`config.mk`:
```
export PLATFORM = sky130hd
export DESIGN_NAME = pipe_ctrl
export DESIGN_NICKNAME = d
export VERILOG_FILES = /design/src/rtl/pipe_ctrl_pkg.sv /design/src/rtl/pipe_hazard_cmp.sv /design/src/rtl/pipe_ctrl.sv
export SDC_FILE = /design/constraint.sdc
export NUM_CORES = 1
export LEC_CHECK = 0
export BUFFER_PORTS_ARGS = -buffer_cell sky130_fd_sc_hd__buf_4
export CORE_MARGIN = 2
export CORE_UTILIZATION = 34
export CTS_CLUSTER_DIAMETER = 50
export DETAILED_ROUTE_END_ITERATION = 7
export GPL_TIMING_DRIVEN = 0
export PLACE_DENSITY_LB_ADDON = 0.3
export SYNTH_ARGS = -nofsm -noshare
export SYNTH_HDL_FRONTEND = slang
export SYNTH_SLANG_ARGS = --single-unit
```
`constraint.sdc`:
```
create_clock -name clk -period 1.27 [get_ports clk]
set_input_delay 0.127 -clock clk [delete_from_list [all_inputs] [get_ports clk]]
set_output_delay 0.127 -clock clk [all_outputs]
set_load 0.03 [all_outputs]
```
`src/rtl/pipe_ctrl_pkg.sv`:
```
// Shared definitions for the pipeline controller: FSM encoding, watchdog
// default and the hard-wired zero register number.
package pipe_ctrl_pkg;

    // RUN: pipe flowing; WAIT: frozen behind a data-memory access.
    typedef enum logic {
        ST_RUN  = 1'b0,
        ST_WAIT = 1'b1
    } state_e;

    // Memory-wait cycles tolerated before the watchdog trips.
    localparam int MAX_WAIT_DEF = 16;

    // $zero is never written, so it can never create a hazard.
    localparam logic [4:0] REG_ZERO = 5'd0;

endpackage

```
`src/rtl/pipe_hazard_cmp.sv`:
```
// Load-use hazard comparator: flags an ID instruction that reads the
// destination of a load currently in EX. Purely combinational so the
// forwarding unit can share it.
module pipe_hazard_cmp
    import pipe_ctrl_pkg::*;
(
    input  logic [4:0] i_id_rs,
    input  logic [4:0] i_id_rt,
    input  logic       i_id_uses_rs,
    input  logic       i_id_uses_rt,
    input  logic [4:0] i_ex_rt,
    input  logic       i_ex_memtoreg,
    output logic       o_load_use
);

    logic w_rs_hit;
    logic w_rt_hit;

    assign w_rs_hit   = i_id_uses_rs & (i_id_rs == i_ex_rt);
    assign w_rt_hit   = i_id_uses_rt & (i_id_rt == i_ex_rt);
    assign o_load_use = i_ex_memtoreg & (i_ex_rt != REG_ZERO) & (w_rs_hit | w_rt_hit);

endmodule

```
`src/rtl/pipe_ctrl.sv`:
```
// Pipeline controller for the 5-stage MIPS core: freezes on memory waits,
// flushes on taken branches, stalls on load-use hazards, and watches memory
// waits with a sticky timeout.
// Optional feature macro: PIPE_CTRL_PERF_EN builds the stall/flush counters;
// without it both counter outputs are tied to zero.
module pipe_ctrl
    import pipe_ctrl_pkg::*;
#(
    parameter int MAX_WAIT = MAX_WAIT_DEF
) (
    input  logic        clk,
    input  logic        rst,
    input  logic [4:0]  id_rs,
    input  logic [4:0]  id_rt,
    input  logic        id_uses_rs,
    input  logic        id_uses_rt,
    input  logic [4:0]  ex_rt,
    input  logic        ex_memtoreg,
    input  logic        ex_branch,
    input  logic        ex_zero,
    input  logic        mem_req,
    input  logic        mem_ready,
    output logic        pc_en,
    output logic        ifid_en,
    output logic        idex_en,
    output logic        exmem_en,
    output logic        ifid_flush,
    output logic        idex_flush,
    output logic        memwb_flush,
    output logic        pc_sel,
    output logic        mem_timeout,
    output logic [31:0] stall_cnt,
    output logic [31:0] flush_cnt
);

    localparam logic [7:0] MAX_WAIT_C = 8'(MAX_WAIT);

    state_e     r_state;
    state_e     w_next_state;
    logic [7:0] r_wait_cnt;
    logic       r_timeout;
    logic       w_br_taken;
    logic       w_load_use;
    logic       w_mem_busy;

    assign w_br_taken = ex_branch & ex_zero;
    assign w_mem_busy = mem_req & ~mem_ready;

    pipe_hazard_cmp u_hazard_cmp (
        .i_id_rs       (id_rs),
        .i_id_rt       (id_rt),
        .i_id_uses_rs  (id_uses_rs),
        .i_id_uses_rt  (id_uses_rt),
        .i_ex_rt       (ex_rt),
        .i_ex_memtoreg (ex_memtoreg),
        .o_load_use    (w_load_use)
    );

    // State register; reset drops any pending wait straight back to RUN.
    // NOTE: sequential state uses non-blocking (<=) so every flop samples the pre-edge values.
    always_ff @(posedge clk or posedge rst) begin
        if (rst) begin
            r_state <= ST_RUN;
        end else begin
            r_state <= w_next_state;
        end
    end

    // Next state plus Mealy pipeline controls, priority busy > branch > load-use.
    // NOTE: every output gets a default first, so no path can infer a latch.
    always_comb begin
        w_next_state = r_state;
        pc_en        = 1'b1;
        ifid_en      = 1'b1;
        idex_en      = 1'b1;
        exmem_en     = 1'b1;
        ifid_flush   = 1'b0;
        idex_flush   = 1'b0;
        memwb_flush  = 1'b0;
        pc_sel       = 1'b0;

        case (r_state)
            ST_RUN:  if (w_mem_busy) w_next_state = ST_WAIT;
            ST_WAIT: if (mem_ready || !mem_req) w_next_state = ST_RUN;
            default: w_next_state = ST_RUN;
        endcase

        if (w_mem_busy) begin
            // Freeze everything upstream of MEM; WB receives a bubble.
            pc_en       = 1'b0;
            ifid_en     = 1'b0;
            idex_en     = 1'b0;
            exmem_en    = 1'b0;
            memwb_flush = 1'b1;
        end else if (w_br_taken) begin
            // Redirect fetch and squash the two wrong-path instructions.
            pc_sel      = 1'b1;
            ifid_flush  = 1'b1;
            idex_flush  = 1'b1;
        end else if (w_load_use) begin
            // Hold IF/ID one cycle and bubble EX while the load moves to MEM.
            pc_en       = 1'b0;
            ifid_en     = 1'b0;
            idex_flush  = 1'b1;
        end
    end

    // Watchdog: count busy cycles spent in WAIT, saturate, trip sticky timeout.
    always_ff @(posedge clk or posedge rst) begin
        if (rst) begin
            r_wait_cnt <= 8'd0;
            r_timeout  <= 1'b0;
        end else if (r_state == ST_WAIT && w_mem_busy) begin
            if (r_wait_cnt < MAX_WAIT_C) begin
                r_wait_cnt <= r_wait_cnt + 8'd1;
            end
            if (r_wait_cnt >= MAX_WAIT_C - 8'd1) begin
                r_timeout <= 1'b1;
            end
        end else begin
            r_wait_cnt <= 8'd0;
        end
    end

    assign mem_timeout = r_timeout;

`ifdef PIPE_CTRL_PERF_EN
    logic [31:0] r_stall_cnt;
    logic [31:0] r_flush_cnt;

    // Performance counters: cycles with PC held, cycles with IF/ID squashed.
    always_ff @(posedge clk or posedge rst) begin
        if (rst) begin
            r_stall_cnt <= 32'd0;
            r_flush_cnt <= 32'd0;
        end else begin
            if (!pc_en)     r_stall_cnt <= r_stall_cnt + 32'd1;
            if (ifid_flush) r_flush_cnt <= r_flush_cnt + 32'd1;
        end
    end

    assign stall_cnt = r_stall_cnt;
    assign flush_cnt = r_flush_cnt;
`else
    assign stall_cnt = 32'd0;
    assign flush_cnt = 32'd0;
`endif

endmodule

```
Word level (Yosys, flattened, before mapping)
Cells that the tools add are included.

operators by class
  bitwise logic cells = 9
  reductions and logical operators = 5
  magnitude comparators = 2
  eq/ne operators = 3
  add/subtract/negate cells = 1
  mux-type cells = 14

operator list
  cell                                                                count
  two-way mux 8 bit                                                   2
  two-way mux 1 bit                                                   11
  == test 5 bit                                                       2
  adder 8 x 1 -> 8 bit (second input constant)                        1
  greater-or-equal comparator 8 x 4 -> 1 bit (second input constant)  1
  less-than comparator 8 x 5 -> 1 bit (second input constant)         1
  bitwise AND 1 bit                                                   6
  nonzero test 5 bit                                                  1
  inequality test 2 x 1 -> 1 bit (second input constant)              1
  NOT 1 bit                                                           2
  one-hot mux 1 bit (2 select lines)                                  1
  AND reduction 2 bit                                                 1
  logical AND 1 bit                                                   1
  zero test 1 bit                                                     1
  logical OR 1 bit                                                    1
  OR 1 bit                                                            1

word-level totals
  bits of input ports = 24
  output and inout bits = 73
  flip-flop bits (word level) = 10
  logic and storage cells = 37

Logic depth before layout (Yosys ltp)
  word-level depth = 7
  depth in mapped cells = 5

By module
Synthesis repeated with hierarchy kept, for this count alone.

second synthesis, totals
  cells, all modules = 129
  area total of the unflattened synthesis = 1081.0 um2

by module, submodules not included
  module           cells each  times used  sequential area each (um2)  area each (um2)
  pipe_ctrl        112         1           250.2                       947.2
  pipe_hazard_cmp  17          1           0.0                         133.9

Worst setup path before layout
No wires, ideal clock.

  kind = input -> output
  start point = input ex_rt[1]
  end point = output pc_en
  setup slack = -0.517 ns
  stages = 5
  data required time = 1.143 ns
  path buffers = 1
  arrival = 1.660 ns
  cells stage by stage = or4_1 > o21ai_2 > a21oi_1 > a21oi_1 > buf_4

between the ends
  longest elaborated chain between the ends = 7

ends and longest elaborated chain
  element                               RTL line                                      source
  from (decl)                           pipe_ctrl.sv:17                               input logic [4:0] ex_rt,
  == test 5 bit (on tied branches)      pipe_hazard_cmp.sv:19, pipe_hazard_cmp.sv:20
  bitwise AND 1 bit (on tied branches)  pipe_hazard_cmp.sv:19, pipe_hazard_cmp.sv:20
  OR 1 bit                              pipe_hazard_cmp.sv:21                         assign o_load_use = i_ex_memtoreg & (i_ex_rt != REG_ZERO) & (w_rs_hit | w_rt_hit);
  bitwise AND 1 bit *                   pipe_hazard_cmp.sv:21
  two-way mux 1 bit * (3 in series)     -
  to (decl)                             pipe_ctrl.sv:23                               output logic pc_en,

Mark *: on every way between the ends. The rest lies on a longest branch, timed or not.

Worst setup path after layout
  start point = input ex_rt[4]
  end point = output pc_en

between the ends
  longest elaborated chain between the ends = 7

ends and longest elaborated chain
  element                               RTL line                                      source
  == test 5 bit (on tied branches)      pipe_hazard_cmp.sv:19, pipe_hazard_cmp.sv:20
  bitwise AND 1 bit (on tied branches)  pipe_hazard_cmp.sv:19, pipe_hazard_cmp.sv:20
  OR 1 bit                              pipe_hazard_cmp.sv:21
  bitwise AND 1 bit *                   pipe_hazard_cmp.sv:21
  two-way mux 1 bit *                   pipe_ctrl.sv:100                              end else if (w_load_use) begin
  two-way mux 1 bit *                   pipe_ctrl.sv:95                               end else if (w_br_taken) begin
  two-way mux 1 bit *                   pipe_ctrl.sv:88                               if (w_mem_busy) begin

Marked as above.

==> reports/qor.txt <==
Top Usage Layer GRT = met2
DP Wirelength = 1674 um
Bufs on Longest Clock Path = 2
Final WS setup = -0.2163 ns
CP dominant cell by count = buf_6
Critical-path top delay cell = or4_4
first-pass GRT wire length = 2670 um
gr usage total = 9.877%
Boundary Pins = 97
hold_ws = 0.2866 ns
RSZ-0062 raised after global routing = yes
worst path arrival time = 1.36 ns
synth warn = 0
met2 Usage GRT = 17.55%
Post-synth EDFFs = 0
synthesized area per cell = 8.658 um2
die footprint = 0.003651 mm2
effective utilization at floorplan = 35.45%
type of origin of the critical path = input port
crit share post-route = 117.0%
initial antenna violation count = 0
slowest stage delay, CP = 0.54 ns
htree depth = 1
Die X = 60.42 um
Fin Clk Skew = 0.003251 ns
CTS tree = built
ys async rst share = 100.0%
Post-Syn Instances = 125
Final Setup Violations = 4
CP Cell Sequence = buf_8 -> or4_4 -> o21ai_4 -> a21oi_2 -> a21oi_4 -> buf_6 -> buf_6
layout cell share with drive strength beyond 1 = 51.53%
Congestion Overflow GR = 0
ANT nets after route = 0
Hold Crit Class = input port to register
Net count, final = 256
largest net degree at the start of global routing = 11
row count = 20
Post-synth top flop = dfrtp_1
vias in the first global route = 624
Routed wire per std cell = 7.278 um
Tmin final = 1.486 ns
total power draw = 1.160 mW
Worst-Skew Late Latency = 0.26 ns
initial drt markers = 7
Vias/cell = 3.227
commonest cells after routing, fill and taps aside = buf_4 (98), conb_1 (64), xnor2_1 (11)
Max IR drop VDD = 219.7 uV
run status = finished, violations left
Num Clock Sinks = 10
Post-Syn Area = 0.001082 mm2
Netlist cell types = 22
GR Layer Usage met1 = 10.48%
I/O Buffers = 32
CP max FO = 2
kind of critical path = input port to primary output
via count = 881
Core Area = 0.003053 mm2
FF+latch count, synth = 10
Power Dens Cells = 660.1 mW/mm2
Fillers = 300
crit end category = primary output
Hold Fails Final Rpt = 0
diodes inserted = 0
Worst EP required = 1.14 ns
CTS clk-pin slew, worst paths = 0.06 ns
leakage = 1.051 nW
met3 Usage GRT = 1.493%
violated checks = negative setup slack
Crit path buffers/inverters = 3
drt pass-1 iters = 4
CP top delay family = simple AND/OR/NAND/NOR gates
Die Ht = 60.42 um
Max-Cap Viols = 0
most common cell after layout, fill and taps aside = buf_4
drt total wl = 1987 um
P&R area growth vs syn = 62.43%
Slew Limit Fails = 0
sequential area share after synthesis = 23.12%
DR DRC count = 0
fmax = 672.8 MHz
Root Driver = clkbuf_4
gp weighted congestion = 0.7408
Num CTS Buffers = 3
worst paths after layout:
path | startpoint | to | slack (ns) | cells past startpoint
worst min register to register | mem_timeout | mem_timeout | 0.50 | 1
min in group asynchronous | rst | r_wait_cnt[3] | 0.40 | 3
worst max register to register | r_wait_cnt[5] | r_wait_cnt[3] | 0 | 5
max in group asynchronous | rst | r_wait_cnt[7] | 0.60 | 3
worst max-delay path | ex_rt[4] | pc_en | -0.22 | 7
worst min-delay path | mem_ready | r_state | 0.29 | 4
stage by stage:
step	utilization [%]	std cells	setup TNS [ns]	setup slack, ns	area, um2
5_1_grt	57.58	273	-0.8452	-0.2448	1758
6_report	57.58	273	-0.5040	-0.2163	1758
4_1_cts	56.27	270	-0.5050	-0.2144	1718
3_5_place_dp	54.10	264	-0.7740	-0.2707	1652
2_1_floorplan	-	188	-0.2041	-0.1600	1356
3_3_place_gp	54.10	264	-0.7652	-0.2733	1652
per-layer routing:
| metal | vias up | part of all wire [%] |
|---|---|---|
| met5 | - | 0 |
| met4 | 0 | 1.2 |
| met3 | 2 | 8.5 |
| met2 | 45 | 53 |
| met1 | 357 | 37 |
| li1 | 477 | - |
final cells by class:
| class | instances | area (um2) | share of cell area, % |
|---|---|---|---|
| Timing Repair Buffer | 38 | 310.3 | 17.65 |
| Buffer | 68 | 518.0 | 29.47 |
| Multi-Input combinational cell | 108 | 590.6 | 33.59 |
| Tap cell | 44 | 55.05 | 3.132 |
| Inverter | 2 | 11.26 | 0.6406 |
| Sequential cell | 10 | 250.2 | 14.23 |
| Clock buffer | 3 | 22.52 | 1.281 |
worst min-delay path, cell delays in order:
cell	delay [ns]
buf_4	0.07
nor2b_1	0.04
buf_6	0.12
buf_4	0.14
cell usage after synthesis, drive strengths merged (2+ instances only):
master | n | area (um2)
a21oi | 3 | 15.01
dfrtp | 10 | 250.2
and3 | 4 | 25.02
xor2 | 2 | 17.52
buf | 68 | 510.5
nand4 | 3 | 18.77
inv | 2 | 7.510
xnor2 | 11 | 96.34
nand2 | 4 | 15.01
nor2 | 6 | 22.52
state kept, by name, summed over array words and instances, names as in the netlist:
name,count
r_wait_cnt,8
mem_timeout,1
r_state,1
report_power, final:
group	total (mW)	internal [mW]	switching [mW]
combinational	0.626	0.255	0.371
sequential	0.323	0.321	0.00227
clock	0.211	0.109	0.102
total	1.16	0.686	0.475
repair_timing:
item / 4_1_cts / 5_1_grt
pin swaps: 6 / 0
endpoints found under the hold margin: 10 / 0
setup buffers: 2 / 3
hold buffers: 1 / 0
resized for setup: 5 / 4
setup endpoints to repair: 6 / 8
cells by family (layout without fill, tap and decap cells):
family / after synthesis / in the layout / share of synthesized area (%)
AO/OA/AOI/OAI: 7 / 7 / 4.278
XOR/XNOR: 13 / 13 / 10.52
adder cells (fa/ha/maj): 1 / 1 / 1.156
buffers and inverters: 70 / 111 / 47.86
flip-flops: 10 / 10 / 23.12
multiplexers: 1 / 1 / 0.9249
other: 1 / 64 / 0.3465
AND/OR/NAND/NOR: 22 / 22 / 11.79
Note: power is estimated with default switching activity, not from simulation.
